### src/rtl/trig_pkg.sv
// Shared trigger-link definitions: sync byte, frame types, framer states and header layout.
// The trigger link decoder uses the same header field offsets.
package trig_pkg;

  localparam logic [7:0] SYNC_BYTE = 8'hA5;

  typedef logic [1:0] frame_type_t;
  localparam frame_type_t FRAME_RESULT    = 2'b00;
  localparam frame_type_t FRAME_HEARTBEAT = 2'b01;

  typedef enum logic [2:0] {
    ST_IDLE,
    ST_RD_WAIT,
    ST_HDR,
    ST_TS,
    ST_PAY,
    ST_TRL
  } frame_state_e;

  localparam int HDR_SYNC_LSB = 24;
  localparam int HDR_TYPE_LSB = 22;
  localparam int HDR_FLAG_BIT = 21;
  localparam int HDR_FCNT_LSB = 0;

  function automatic logic [31:0] make_header(input frame_type_t typ, input logic flag,
                                              input logic [15:0] fcnt);
    logic [31:0] h;
    h = '0;
    h[HDR_SYNC_LSB +: 8] = SYNC_BYTE;
    h[HDR_TYPE_LSB +: 2] = typ;
    h[HDR_FLAG_BIT]      = flag;
    h[HDR_FCNT_LSB +: 16] = fcnt;
    return h;
  endfunction

endpackage

### src/rtl/trig_result_framer.sv
// Wraps each trigger result (or an idle heartbeat) into a 4-word frame; rden to header is 2 cycles.
// Words are held until out_ready; the FIFO is only read from IDLE, so backpressure stalls the FIFO.
module trig_result_framer
  import trig_pkg::*;
#(
  parameter logic signed [31:0] SUM_LIMIT = 32'sd0,
  parameter int unsigned        HB_PERIOD = 1000,
  parameter int unsigned        FCNT_W    = 16
) (
  input  logic        clk,
  input  logic        rst,
  input  logic [31:0] rdfifo_dat,
  input  logic        rdfifo_empty,
  output logic        rdfifo_rden,
  output logic [31:0] out_dat,
  output logic        out_valid,
  input  logic        out_ready,
  output logic        out_last,
  output logic        busy
);

  frame_state_e      state_q, state_d;
  logic [31:0]       ts_q;
  logic [31:0]       ts_lat_q;
  logic [31:0]       pay_q;
  frame_type_t       type_q;
  logic              flag_q;
  logic [FCNT_W-1:0] fcnt_q;
  logic [31:0]       hb_q;

  logic              hb_expire;
  logic              rden_c;
  logic [31:0]       hdr_w;
  logic [31:0]       trl_w;

  assign hb_expire = (HB_PERIOD != 0) && (hb_q == HB_PERIOD - 1);
  assign hdr_w     = make_header(type_q, flag_q, 16'(fcnt_q));
  assign trl_w     = hdr_w ^ ts_lat_q ^ pay_q;
  assign busy      = (state_q != ST_IDLE);
  // A read during the reset cycle would lose a result, so rden is gated by rst.
  assign rdfifo_rden = rden_c & ~rst;

  always_comb begin
    state_d   = state_q;
    rden_c    = 1'b0;
    out_valid = 1'b0;
    out_last  = 1'b0;
    out_dat   = '0;
    case (state_q)
      ST_IDLE: begin
        if (!rdfifo_empty) begin
          rden_c  = 1'b1;
          state_d = ST_RD_WAIT;
        end else if (hb_expire) begin
          state_d = ST_HDR;
        end
      end
      ST_RD_WAIT: state_d = ST_HDR;
      ST_HDR: begin
        out_valid = 1'b1;
        out_dat   = hdr_w;
        if (out_ready) state_d = ST_TS;
      end
      ST_TS: begin
        out_valid = 1'b1;
        out_dat   = ts_lat_q;
        if (out_ready) state_d = ST_PAY;
      end
      ST_PAY: begin
        out_valid = 1'b1;
        out_dat   = pay_q;
        if (out_ready) state_d = ST_TRL;
      end
      ST_TRL: begin
        out_valid = 1'b1;
        out_last  = 1'b1;
        out_dat   = trl_w;
        if (out_ready) state_d = ST_IDLE;
      end
      default: state_d = ST_IDLE;
    endcase
  end

  always_ff @(posedge clk) begin
    if (rst) begin
      state_q  <= ST_IDLE;
      ts_q     <= '0;
      ts_lat_q <= '0;
      pay_q    <= '0;
      type_q   <= FRAME_RESULT;
      flag_q   <= 1'b0;
      fcnt_q   <= '0;
      hb_q     <= '0;
    end else begin
      state_q <= state_d;
      ts_q    <= ts_q + 32'd1;
      if (state_q == ST_IDLE) begin
        // A pending result takes priority over an expiring heartbeat.
        if (!rdfifo_empty) begin
          ts_lat_q <= ts_q;
          hb_q     <= '0;
        end else if (hb_expire) begin
          ts_lat_q <= ts_q;
          pay_q    <= '0;
          type_q   <= FRAME_HEARTBEAT;
          flag_q   <= 1'b0;
          hb_q     <= '0;
        end else begin
          hb_q <= hb_q + 32'd1;
        end
      end
      if (state_q == ST_RD_WAIT) begin
        pay_q  <= rdfifo_dat;
        type_q <= FRAME_RESULT;
        flag_q <= ($signed(rdfifo_dat) > SUM_LIMIT);
      end
      if (state_q == ST_TRL && out_ready) fcnt_q <= fcnt_q + 1'b1;
    end
  end

endmodule

### config.mk
export PLATFORM = sky130hd
export DESIGN_NAME = trig_result_framer
export DESIGN_NICKNAME = d
export VERILOG_FILES = /design/src/rtl/trig_pkg.sv /design/src/rtl/trig_result_framer.sv
export SDC_FILE = /design/constraint.sdc
export NUM_CORES = 1
export LEC_CHECK = 0
export CORE_ASPECT_RATIO = 0.75
export CORE_UTILIZATION = 35
export CTS_BUF_LIST = sky130_fd_sc_hd__clkbuf_4 sky130_fd_sc_hd__clkbuf_8 sky130_fd_sc_hd__clkbuf_16
export DETAILED_ROUTE_END_ITERATION = 7
export HOLD_SLACK_MARGIN = 0.03
export PLACE_DENSITY = 0.53
export SETUP_SLACK_MARGIN = 0.1
export SYNTH_ARGS = -nofsm -noshare
export SYNTH_HDL_FRONTEND = slang
export SYNTH_SLANG_ARGS = --single-unit
export TNS_END_PERCENT = 1
### constraint.sdc
create_clock -name clk -period 2.2 [get_ports clk]
set_input_delay 0.55 -clock clk [delete_from_list [all_inputs] [get_ports clk]]
set_output_delay 0.55 -clock clk [all_outputs]
set_load 0.02 [all_outputs]
==> impl_metrics.ini, run 1 <==
[run_status]
status = finished, violations left
violations = setup timing

[critical_path]
critical_path.cell_chain = inv_8, buf_12, or3_1, nand2_1, a221oi_2, o22ai_2, buf_6
crit_required_ns = 1.65
critPathMaxStageDelay_ns = 0.40
crit_type = reg -> out
cp-start-kind = flip-flop
cp_top_family = simple AND/OR/NAND/NOR gates
cp_num_buf_inv = 3
endpoint_kind = primary output
worst_path_max_delay_cell = dfxtp_4
cp_max_fo = 7
arrival_ns = 1.87

[sta]
max_slew_margin_pct = 66.7
fin_crit_ns = 2.42
fmax_mhz = 414
worst_clock_skew_ns = 0.0129
rsz0062_at_grt = true
fin_ws_ns = -0.218
period_share_pct = 110
worst_pin_slew_ns = 0.495
setup_violations = 31
hold_violations = 0
slew_violations = 0

[yosys]
synth.most_common_cell = dfxtp_1
netlist-cell-type-count = 46
ys.flop_type = dfxtp_1
avgSynthCellArea_um2 = 8.22
ys_ff_latch = 149
synth_edf_count = 0
synthTopCellsByCount = 149 x dfxtp_1, 106 x nor2_1, 105 x nand2_1, 53 x nand3_1, 49 x clkbuf_1
ys_seq_area_share_pct = 39.6
postSynth.asyncResetShare_pct = 0
netlist_area_um2 = 7530
synthesis.instances = 916
synth_top_area_share_pct = 39.6
yosysTopAreaCell = dfxtp_1
ys_warn_count = 0
synth_nets = 955
synthTopCellsByArea = dfxtp_1 40%, xor2_1 5.6%, nor2_1 5.3%

[floorplanning]
io_pins = 72
die_w_um = 171
num_rows = 46
core_area_um2 = 21100
die-area_um2 = 22100
die_h_um = 129
start_util_pct = 35.6

[clock_tree]
clock_path_buffers = 2
cts_buffers = 17
path_clk_slew_ns = 0.06
cts-root-buf = clkbuf_16
clk_latency_ns = 0.43
htree_levels = 4
cts_tree = built
clock_sinks = 149
cts_hold_buffers = 0

[detailed_routing]
drtPass1Iterations = 5
final_antenna_net_count = 0
vias = 7082
wl_per_cell_um = 16.7
drt_iter0_drc = 472
routed_wl_um = 22300
avgViaCountPerCell = 5.31
drc = 0

[layout]
fillers = 2036
drive_above_1_share_pct = 24.7
syn2layout_area_growth_pct = 35.1
insertedDiodeCount = 0
fin_area_um2 = 10200
nets = 1071

[global_route]
grt_antenna_before_repair = 0
grt_usage_pct = 20.7
grt_start_max_net_pins = 93
grt_pass1_wl_um = 35100
grt_pass1_vias = 6364
grt-ovfl-total = 0

[hold_path]
hp-class = reg -> reg

[job]
drv_cap = 0

[power_and_ir_drop]
power_density_nw_per_um2 = 658
ir_drop_v = 0.000470
p_leak_nw = 3.69

[placement]
portBuffers = 71
pre_cts_ws_ns = -0.298
dpl_cell_area_um2 = 9240
gp_congestion = 0.773
hpwlAfterDp_um = 14900
[layer usage]
| metal | GRT usage [%] | part of all wire, % |
|---|---|---|
| met5 | 0 | 0 |
| met4 | 5.67 | 1.1 |
| met3 | 3.76 | 4.9 |
| met2 | 29.5 | 42 |
| met1 | 31.3 | 52 |
[layout by cell type (no fill, tap or decap), types with 10 or more instances in the layout]
master and n:
dfxtp_1 146, nand2_1 103, nor2_1 95, buf_4 77, nand3_1 53, xor2_1 48, a21oi_1 46, o21ai_0 39
clkdlybuf4s50_1 34, a22o_1 32, xnor2_1 30, or3_1 27, buf_6 27, nand4_1 26, o22ai_2 24, nor4_1 19
a21boi_0 18, mux2_2 18, clkbuf_16 17, buf_12 14, nor3_1 12, a221oi_2 10
[report_power, final]
group          total (W)  internal, W  leakage, nW  switching, W
clock            0.00283      0.00153        0.281       0.00130
combinational    0.00103     0.000491         2.20      0.000540
sequential       0.00283      0.00276         1.21     0.0000697
total            0.00669      0.00478         3.69       0.00191
[worst register-to-register path, cell delays in order, from the launching register on]
cell	delay, ns
dfxtp_4	0.38
buf_12	0.16
buf_6	0.12
buf_12	0.13
nor3_4	0.20
buf_12	0.25
and3_4	0.26
nand3_4	0.09
or3_1	0.32
a21oi_1	0.14
[final cells by class]
cell class	count	area, µm²	share of cell area (%)
clock buffers	18	439	4.32
clock inverters	14	131	1.29
inverters	10	46.3	0.455
multi-input cells	696	4590	45.2
flip-flops and latches	149	2990	29.4
well taps	288	360	3.54
repair buffers	158	1610	15.8
[what timing repair did]
item / in CTS / in global routing
resized for setup: 219 / 43
cloned: 3 / 0
endpoints found under the setup margin: 42 / 120
pin swaps: 25 / 17
setup buffers: 2 / 2
[registers in the layout (all words and copies together), names as in the netlist]
| signal | count |
|---|---|
| state_q | 3 |
| hb_q | 32 |
| flag_q | 1 |
| fcnt_q | 16 |
| type_q | 1 |
| ts_lat_q | 32 |
| ts_q | 32 |
| pay_q | 32 |
[through the flow]
stage                     cells  TNS [ns]  utilization, %  total power [W]  hold slack, ns
after global routing       1333     -6.63            48.2          0.00697           0.491
after global placement     1294     -9.60            43.7          0.00378           0.457
after detailed placement   1294     -9.82            43.7          0.00378           0.466
after CTS                  1331     -3.46            47.4          0.00672           0.476
after floorplan             916   -0.0129               -          0.00336           0.441
final                      1333     -3.89            48.2          0.00669           0.476
[path summary, 6_finish.rpt]
path,slack (ns),from,depth (start not counted),endpoint
setup reg to reg,0.09,state_q[0],9,hb_q[28]
setup / recovery,-0.22,state_q[0],7,out_dat[22]
hold reg to reg,0.48,hb_q[1],2,hb_q[1]
hold / removal,0.48,hb_q[1],2,hb_q[1]
[cells by family after synthesis]
family | Yosys count | share of synthesized area [%]
simple gates | 399 | 26.7
xor+xnor | 81 | 9.42
fa+ha+maj | 3 | 0.499
flops | 149 | 39.6
buf+inv | 71 | 4.02
compound gates | 194 | 16.9
mux | 19 | 2.83
Power figures use the tool's default switching activity.
==> run 2, diff against run 1 <==
--- a/config.mk
+++ b/config.mk
@@ -8,10 +8,12 @@
 export CORE_ASPECT_RATIO = 0.75
 export CORE_UTILIZATION = 35
 export CTS_BUF_LIST = sky130_fd_sc_hd__clkbuf_4 sky130_fd_sc_hd__clkbuf_8 sky130_fd_sc_hd__clkbuf_16
+export CTS_CLUSTER_SIZE = 10
 export DETAILED_ROUTE_END_ITERATION = 7
 export HOLD_SLACK_MARGIN = 0.03
 export PLACE_DENSITY = 0.53
 export SETUP_SLACK_MARGIN = 0.1
+export SLEW_MARGIN = 20
 export SYNTH_ARGS = -nofsm -noshare
 export SYNTH_HDL_FRONTEND = slang
 export SYNTH_SLANG_ARGS = --single-unit
==> results of run 2 <==
Same layout as run 1: the final DEF is identical, and so are final timing and power.
